===== config.mk =====
export PLATFORM = sky130hd
export DESIGN_NAME = lcd1602_driver
export DESIGN_NICKNAME = d
export VERILOG_FILES = /design/src/rtl/lcd1602_driver.sv
export SDC_FILE = /design/constraint.sdc
export NUM_CORES = 1
export LEC_CHECK = 0
export ABC_AREA = 0
export BUFFER_PORTS_ARGS = -buffer_cell sky130_fd_sc_hd__buf_4
export CAP_MARGIN = 20
export CORE_MARGIN = 1
export CORE_UTILIZATION = 45
export CTS_CLUSTER_DIAMETER = 40
export DETAILED_ROUTE_END_ITERATION = 16
export MAX_ROUTING_LAYER = met4
export PLACE_DENSITY_LB_ADDON = 0.08
export SLEW_MARGIN = 20
export SYNTH_ARGS = -nofsm -noshare
export SYNTH_HDL_FRONTEND = slang
export SYNTH_SLANG_ARGS = --single-unit

===== constraint.sdc =====
create_clock -name clk_50M -period 44.4 [get_ports clk_50M]
set_input_delay 2.22 -clock clk_50M [delete_from_list [all_inputs] [get_ports clk_50M]]
set_output_delay 2.22 -clock clk_50M [all_outputs]
set_load 0.05 [all_outputs]

===== src/rtl/lcd1602_driver.sv =====
// HD44780-style 16x2 character LCD driver in 8-bit mode: init, optional CGRAM glyph upload,
// then rewrites both lines from an internal 32-byte display buffer.
module lcd1602_driver #(
  parameter int CLK_DIV   = 50000,
  parameter int N_CGRAM   = 3,
  parameter int REFRESH   = 1,
  parameter int CLR_STEPS = 4
) (
  input  logic       clk_50M,
  input  logic       rst,
  input  logic       buf_we,
  input  logic [4:0] buf_addr,
  input  logic [7:0] buf_wdata,
  input  logic       cg_we,
  input  logic [5:0] cg_addr,
  input  logic [4:0] cg_wdata,
  input  logic       refresh_req,
  output logic       busy,
  output logic       en,
  output logic       RS,
  output logic       RW,
  output logic [7:0] data
);

  localparam int CW = $clog2(CLK_DIV);
  localparam logic [CW-1:0] CNT_LAST = CW'(CLK_DIV - 1);
  localparam logic [CW-1:0] EN_ON    = CW'(CLK_DIV / 4);
  localparam logic [CW-1:0] EN_OFF   = CW'(3 * CLK_DIV / 4);
  localparam logic [5:0]    CG_LAST  = (N_CGRAM > 0) ? 6'(8 * N_CGRAM - 1) : 6'd0;
  localparam logic [7:0]    CLR_LAST = 8'(CLR_STEPS - 1);

  typedef enum logic [3:0] {
    INIT_CLR, INIT_FUNC, INIT_DISP, INIT_ENTRY, CG_ADDR, CG_DATA,
    L1_ADDR, L1_DATA, L2_ADDR, L2_DATA, IDLE
  } state_t;

  state_t      state, state_n;
  logic [CW-1:0] cnt;
  logic [7:0]  clr_cnt, clr_n;
  logic [5:0]  idx, idx_n;
  logic [7:0]  data_n;
  logic        rs_n;
  logic        cg_dirty, refresh_pend;
  logic        cg_clr, pend_clr, cg_accept;
  logic [7:0]  disp_buf [32];
  logic [4:0]  cg_buf   [64];
  logic [4:0]  rd_addr;
  logic [7:0]  buf_byte;
  logic [4:0]  cg_row;

  assign cg_accept = cg_we && ({1'b0, cg_addr[5:3]} < 4'(N_CGRAM));
  assign rd_addr   = {state == L2_DATA, idx[3:0]};
  // Writes landing on the sampling edge are forwarded so they appear in the byte sent.
  assign buf_byte  = (buf_we && buf_addr == rd_addr) ? buf_wdata : disp_buf[rd_addr];
  assign cg_row    = (cg_accept && cg_addr == idx) ? cg_wdata : cg_buf[idx];
  assign pend_clr  = (state_n == L1_ADDR) && (state != L1_ADDR);
  assign busy      = (state != IDLE);
  assign RW        = 1'b0;

  always_ff @(posedge clk_50M or posedge rst) begin
    if (rst) begin
      state   <= INIT_CLR;
      cnt     <= '0;
      clr_cnt <= '0;
      idx     <= '0;
      data    <= 8'h00;
      RS      <= 1'b0;
    end else begin
      state   <= state_n;
      cnt     <= (cnt == CNT_LAST) ? '0 : cnt + 1'b1;
      clr_cnt <= clr_n;
      idx     <= idx_n;
      data    <= data_n;
      RS      <= rs_n;
    end
  end

  always_ff @(posedge clk_50M or posedge rst) begin
    if (rst) begin
      for (int i = 0; i < 32; i++) disp_buf[i] <= 8'h20;
      for (int i = 0; i < 64; i++) cg_buf[i] <= 5'h00;
      cg_dirty     <= 1'b0;
      refresh_pend <= 1'b0;
    end else begin
      if (buf_we) disp_buf[buf_addr] <= buf_wdata;
      if (cg_accept) cg_buf[cg_addr] <= cg_wdata;
      if (cg_accept) cg_dirty <= 1'b1;
      else if (cg_clr) cg_dirty <= 1'b0;
      if (refresh_req) refresh_pend <= 1'b1;
      else if (pend_clr) refresh_pend <= 1'b0;
    end
  end

  // Bytes are loaded at count 0; state advances on the last count of the step,
  // except IDLE, whose exit at count 0 also loads the first address byte.
  always_comb begin
    state_n = state;
    idx_n   = idx;
    clr_n   = clr_cnt;
    data_n  = data;
    rs_n    = RS;
    cg_clr  = 1'b0;
    if (cnt == '0) begin
      case (state)
        INIT_CLR:   begin data_n = 8'h01; rs_n = 1'b0; end
        INIT_FUNC:  begin data_n = 8'h38; rs_n = 1'b0; end
        INIT_DISP:  begin data_n = 8'h0C; rs_n = 1'b0; end
        INIT_ENTRY: begin data_n = 8'h06; rs_n = 1'b0; end
        CG_ADDR:    begin data_n = 8'h40; rs_n = 1'b0; end
        CG_DATA:    begin data_n = {3'b000, cg_row}; rs_n = 1'b1; end
        L1_ADDR:    begin data_n = 8'h80; rs_n = 1'b0; end
        L2_ADDR:    begin data_n = 8'hC0; rs_n = 1'b0; end
        L1_DATA, L2_DATA: begin data_n = buf_byte; rs_n = 1'b1; end
        IDLE: begin
          if (cg_dirty) begin
            state_n = CG_ADDR;
            data_n  = 8'h40;
            rs_n    = 1'b0;
            cg_clr  = 1'b1;
          end else if (refresh_pend || REFRESH != 0) begin
            state_n = L1_ADDR;
            data_n  = 8'h80;
            rs_n    = 1'b0;
          end
        end
        default: ;
      endcase
    end else if (cnt == CNT_LAST) begin
      case (state)
        INIT_CLR: begin
          if (clr_cnt == CLR_LAST) begin
            state_n = INIT_FUNC;
            clr_n   = '0;
          end else begin
            clr_n = clr_cnt + 8'd1;
          end
        end
        INIT_FUNC:  state_n = INIT_DISP;
        INIT_DISP:  state_n = INIT_ENTRY;
        INIT_ENTRY: state_n = (N_CGRAM > 0) ? CG_ADDR : L1_ADDR;
        CG_ADDR:    begin state_n = CG_DATA; idx_n = '0; end
        CG_DATA: begin
          if (idx == CG_LAST) begin state_n = L1_ADDR; idx_n = '0; end
          else idx_n = idx + 6'd1;
        end
        L1_ADDR: begin state_n = L1_DATA; idx_n = '0; end
        L1_DATA: begin
          if (idx == 6'd15) begin state_n = L2_ADDR; idx_n = '0; end
          else idx_n = idx + 6'd1;
        end
        L2_ADDR: begin state_n = L2_DATA; idx_n = '0; end
        L2_DATA: begin
          if (idx == 6'd15) begin state_n = IDLE; idx_n = '0; end
          else idx_n = idx + 6'd1;
        end
        default: ;
      endcase
    end
  end

  // The clear command only strobes once; its remaining steps are settling time.
  always_comb begin
    en = 1'b0;
    if (state != IDLE && (state != INIT_CLR || clr_cnt == 8'd0) && cnt >= EN_ON && cnt < EN_OFF)
      en = 1'b1;
  end

endmodule


==> summary.txt <==
Outcome
  • Status: complete, no violations

Pwr
  • P_leak: 13.9 nW
  • Cell area power density: 49.5 nW/um2
  • Max IR drop VDD: 0.0361 mV

Synthesis
  • Number of synthesized flops with an enable pin: 0
  • Top cells by area, synth: dfrtp_1 53%, mux2_2 15%, mux4_2 12%
  • Ys async rst share: 1.00
  • Synth warnings: 0
  • Seq/Total Area, Yosys: 0.561
  • Post-Syn Area per Cell: 14.1 um2
  • Cell variety after synth: 79
  • Synth Register Bits: 620
  • Syn Inst Count: 1,963
  • Mapped Nets: 1,997
  • Post-Syn Area: 27,700 um2
  • Top-area cell type share of the netlist area: 0.531
  • Main synth FF type: dfrtp_1
  • Yosys top cell by area: dfrtp_1

Floorplan
  • Die Wd: 250 um
  • Die area: 62,600 um2
  • Core ar.: 60,600 um2
  • Row count: 90
  • Die height: 250 um
  • Initial Util: 0.458
  • # IOs: 41

Placement
  • IO Port Bufs: 38
  • HPWL Detailed: 38.5 mm
  • Final Wtd Congestion: 0.832

Worst setup path
  • Setup CP Type: flop to output port
  • Crit end category: output port
  • R2R Path End: data[7]
  • Reg2Reg Setup Slack: 40,190 ps
  • FF-to-FF path depth: 9
  • Startpoint types: flop
  • Required time of the critical path: 42,180 ps
  • Reg2reg start: idx[0]
  • Top fanout value on the critical path: 5
  • Crit path DAT: 2890 ps

Cells and area
  • # fillers: 5,055
  • Layout cells sized above 1: 0.429
  • Finished Core Util: 0.516
  • Nets: 1,837
  • Multi-input gate area: 10,700 um2
  • Area delta synth->final: 12.7%
  • Seq. cell area: 15,600 um2

Clocking
  • Post-cts sizing count: 0
  • CTS root buffer: clkbuf_16
  • H-Tree Depth: 3
  • Hold Buf Count CTS: 0
  • # clock sinks: 620
  • # Post-CTS Setup Buffers: 0
  • CTS Buf Count: 100
  • TritonCTS clock tree: built
  • Skew-Pair Late Insertion Delay: 650 ps
  • CTS clk-pin slew, worst paths: 50 ps
  • Clk buf depth: 3

Timing
  • Setup-failing EPs final: 0
  • Setup TNS: 0 ps
  • Slew Viols, Final: 0
  • Max transition margin: 0.345
  • FMAX: 0.196 GHz
  • Worst slew pin tran: 983 ps
  • Endpoints failing hold: 0
  • Min cycle time layout: 5110 ps
  • Clock skew: 20.5 ps
  • RSZ-0062 raised after global routing: false
  • Tcrit/Tclk final: 0.115

GRT
  • Initial antenna violation count: 1
  • Number of global-route vias before repair: 15,994
  • Overall Global Routing Usage: 0.213
  • Largest net degree at the start of global routing: 180
  • First-pass GRT wire length: 98.6 mm
  • GRT overflow: 0

Hold path
  • Hold path depth: 0
  • Worst Hold Class: flop to flop
  • Hold endpoint: cg_buf[108]
  • Critical hold path startpoint: cg_buf[108]

Detailed routing
  • Vias: 14,983
  • Iteration-0 DRC count of the detailed router: 834
  • Antenna viol nets, final: 0
  • DRC violation count after routing: 0
  • DR WL/cell: 23.3 um
  • Post-DR vias/cell: 5.60
  • 1st-pass router iterations: 5
  • Final wirelength: 62.3 mm

Flow run
  • Max-capacitance violation count: 0
[state kept, by name (all words and copies together), names as in the netlist]
name	flops
cg_buf	320
disp_buf	256
cnt	16
data	8
RS	1
state	4
cg_dirty	1
idx	6
clr_cnt	8
[cells in the final DEF, fill, tap and decap left out, types with 5 or more instances in the layout]
| cell type | count |
|---|---|
| nor2_1 | 74 |
| a211oi_1 | 8 |
| nor3b_1 | 6 |
| clkbuf_1 | 8 |
| o211ai_1 | 14 |
| inv_6 | 11 |
| clkinvlp_4 | 18 |
| a21oi_1 | 23 |
| mux4_2 | 143 |
| nor2b_1 | 10 |
| a31oi_1 | 13 |
| bufinv_16 | 10 |
| a211o_1 | 6 |
| o21ai_0 | 24 |
| xnor2_1 | 12 |
| ha_1 | 5 |
| a21o_1 | 6 |
| nand3_1 | 22 |
| nand2b_1 | 7 |
| mux2i_1 | 32 |
| dfrtp_1 | 585 |
| nor3_1 | 8 |
| xor2_1 | 17 |
| nand4_1 | 15 |
| dfstp_2 | 32 |
| clkbuf_8 | 10 |
| mux4_1 | 7 |
| inv_1 | 9 |
| nand2_1 | 78 |
| buf_4 | 53 |
| clkbuf_16 | 100 |
| mux2_2 | 379 |
| and2_1 | 10 |
| clkinv_2 | 15 |
| clkinv_4 | 11 |
| a22oi_1 | 8 |
[layer usage]
metal	track usage	vias up	routed length [um]
li1	-	6708	-
met1	0.290	7902	28500
met2	0.327	270	30000
met3	0.0394	103	2210
met4	0.0642	0	1590
met5	-	-	0
[cells in the mapped netlist, types with 5 or more instances]
master	instances
a211o_1	6
a211oi_1	8
a21o_1	6
a21oi_1	23
a22oi_1	8
a31oi_1	13
and2_1	10
buf_2	25
buf_4	15
buf_6	6
clkbuf_1	266
dfrtp_1	588
dfstp_2	32
ha_1	5
inv_1	11
mux2_2	379
mux2i_1	32
mux4_1	7
mux4_2	143
nand2_1	78
nand2b_1	7
nand3_1	22
nand4_1	15
nor2_1	74
nor2b_1	10
nor3_1	8
nor3b_1	6
o211ai_1	14
o21ai_0	24
xnor2_1	12
xor2_1	17
[stage by stage]
stage / power, mW / instances / area (um2) / setup WS (ps) / hold slack, ps
CTS: 1.57 / 2673 / 31300 / 39100 / 372
global placement: 0.764 / 2483 / 27800 / 38920 / 357
floorplan: 0.737 / 1963 / 27700 / 24870 / 421
detailed placement: 0.771 / 2483 / 27800 / 38770 / 361
finish: 1.55 / 2674 / 31300 / 39290 / 368
global route: 1.61 / 2674 / 31300 / 39060 / 379
[worst max path at each step]
stage / start / end / slack, ps / cells past startpoint
final: cnt[4] / en / 39290 / 8
after global routing: cnt[4] / en / 39060 / 8
after CTS: cnt[4] / en / 39100 / 8
after detailed placement: rst / disp_buf[32] / 38770 / 5
after global placement: rst / disp_buf[32] / 38920 / 5
after floorplan: rst / RS / 24870 / 1
[worst max-delay path, cell delays in order (launching register included)]
cell and delay, ps:
dfrtp_1 460, nand2_1 140, nor2_1 70, a211o_1 300, a211o_1 280, a21oi_1 140
nor3_1 60, a2111oi_0 490, buf_4 310
[cells by family after synthesis]
| logic type | Yosys count | synth area share |
|---|---|---|
| AO/OA/AOI/OAI | 146 | 0.0358 |
| XOR/XNOR | 29 | 0.00916 |
| adder cells (fa/ha/maj) | 5 | 0.00226 |
| flip-flops | 620 | 0.561 |
| other | 1 | 0.000135 |
| multiplexers | 562 | 0.289 |
| AND/OR/NAND/NOR | 271 | 0.0506 |
| buffers and inverters | 329 | 0.0519 |
[where the power goes]
part           internal, mW  switching (mW)  leakage (nW)
Sequential            0.623          0.0245          8.22
Combinational        0.0635          0.0479          4.06
Clock                 0.496           0.293          1.67
[area by class of cell]
class | count | area share
antenna | 1 | 0.0000801
clock buffer | 118 | 0.0854
clock inverter | 72 | 0.0260
inverter | 12 | 0.00168
multi-input combinational | 1014 | 0.343
sequential | 620 | 0.498
tap | 782 | 0.0313
timing repair buffer | 55 | 0.0140
(Power assumes the default switching activity.)
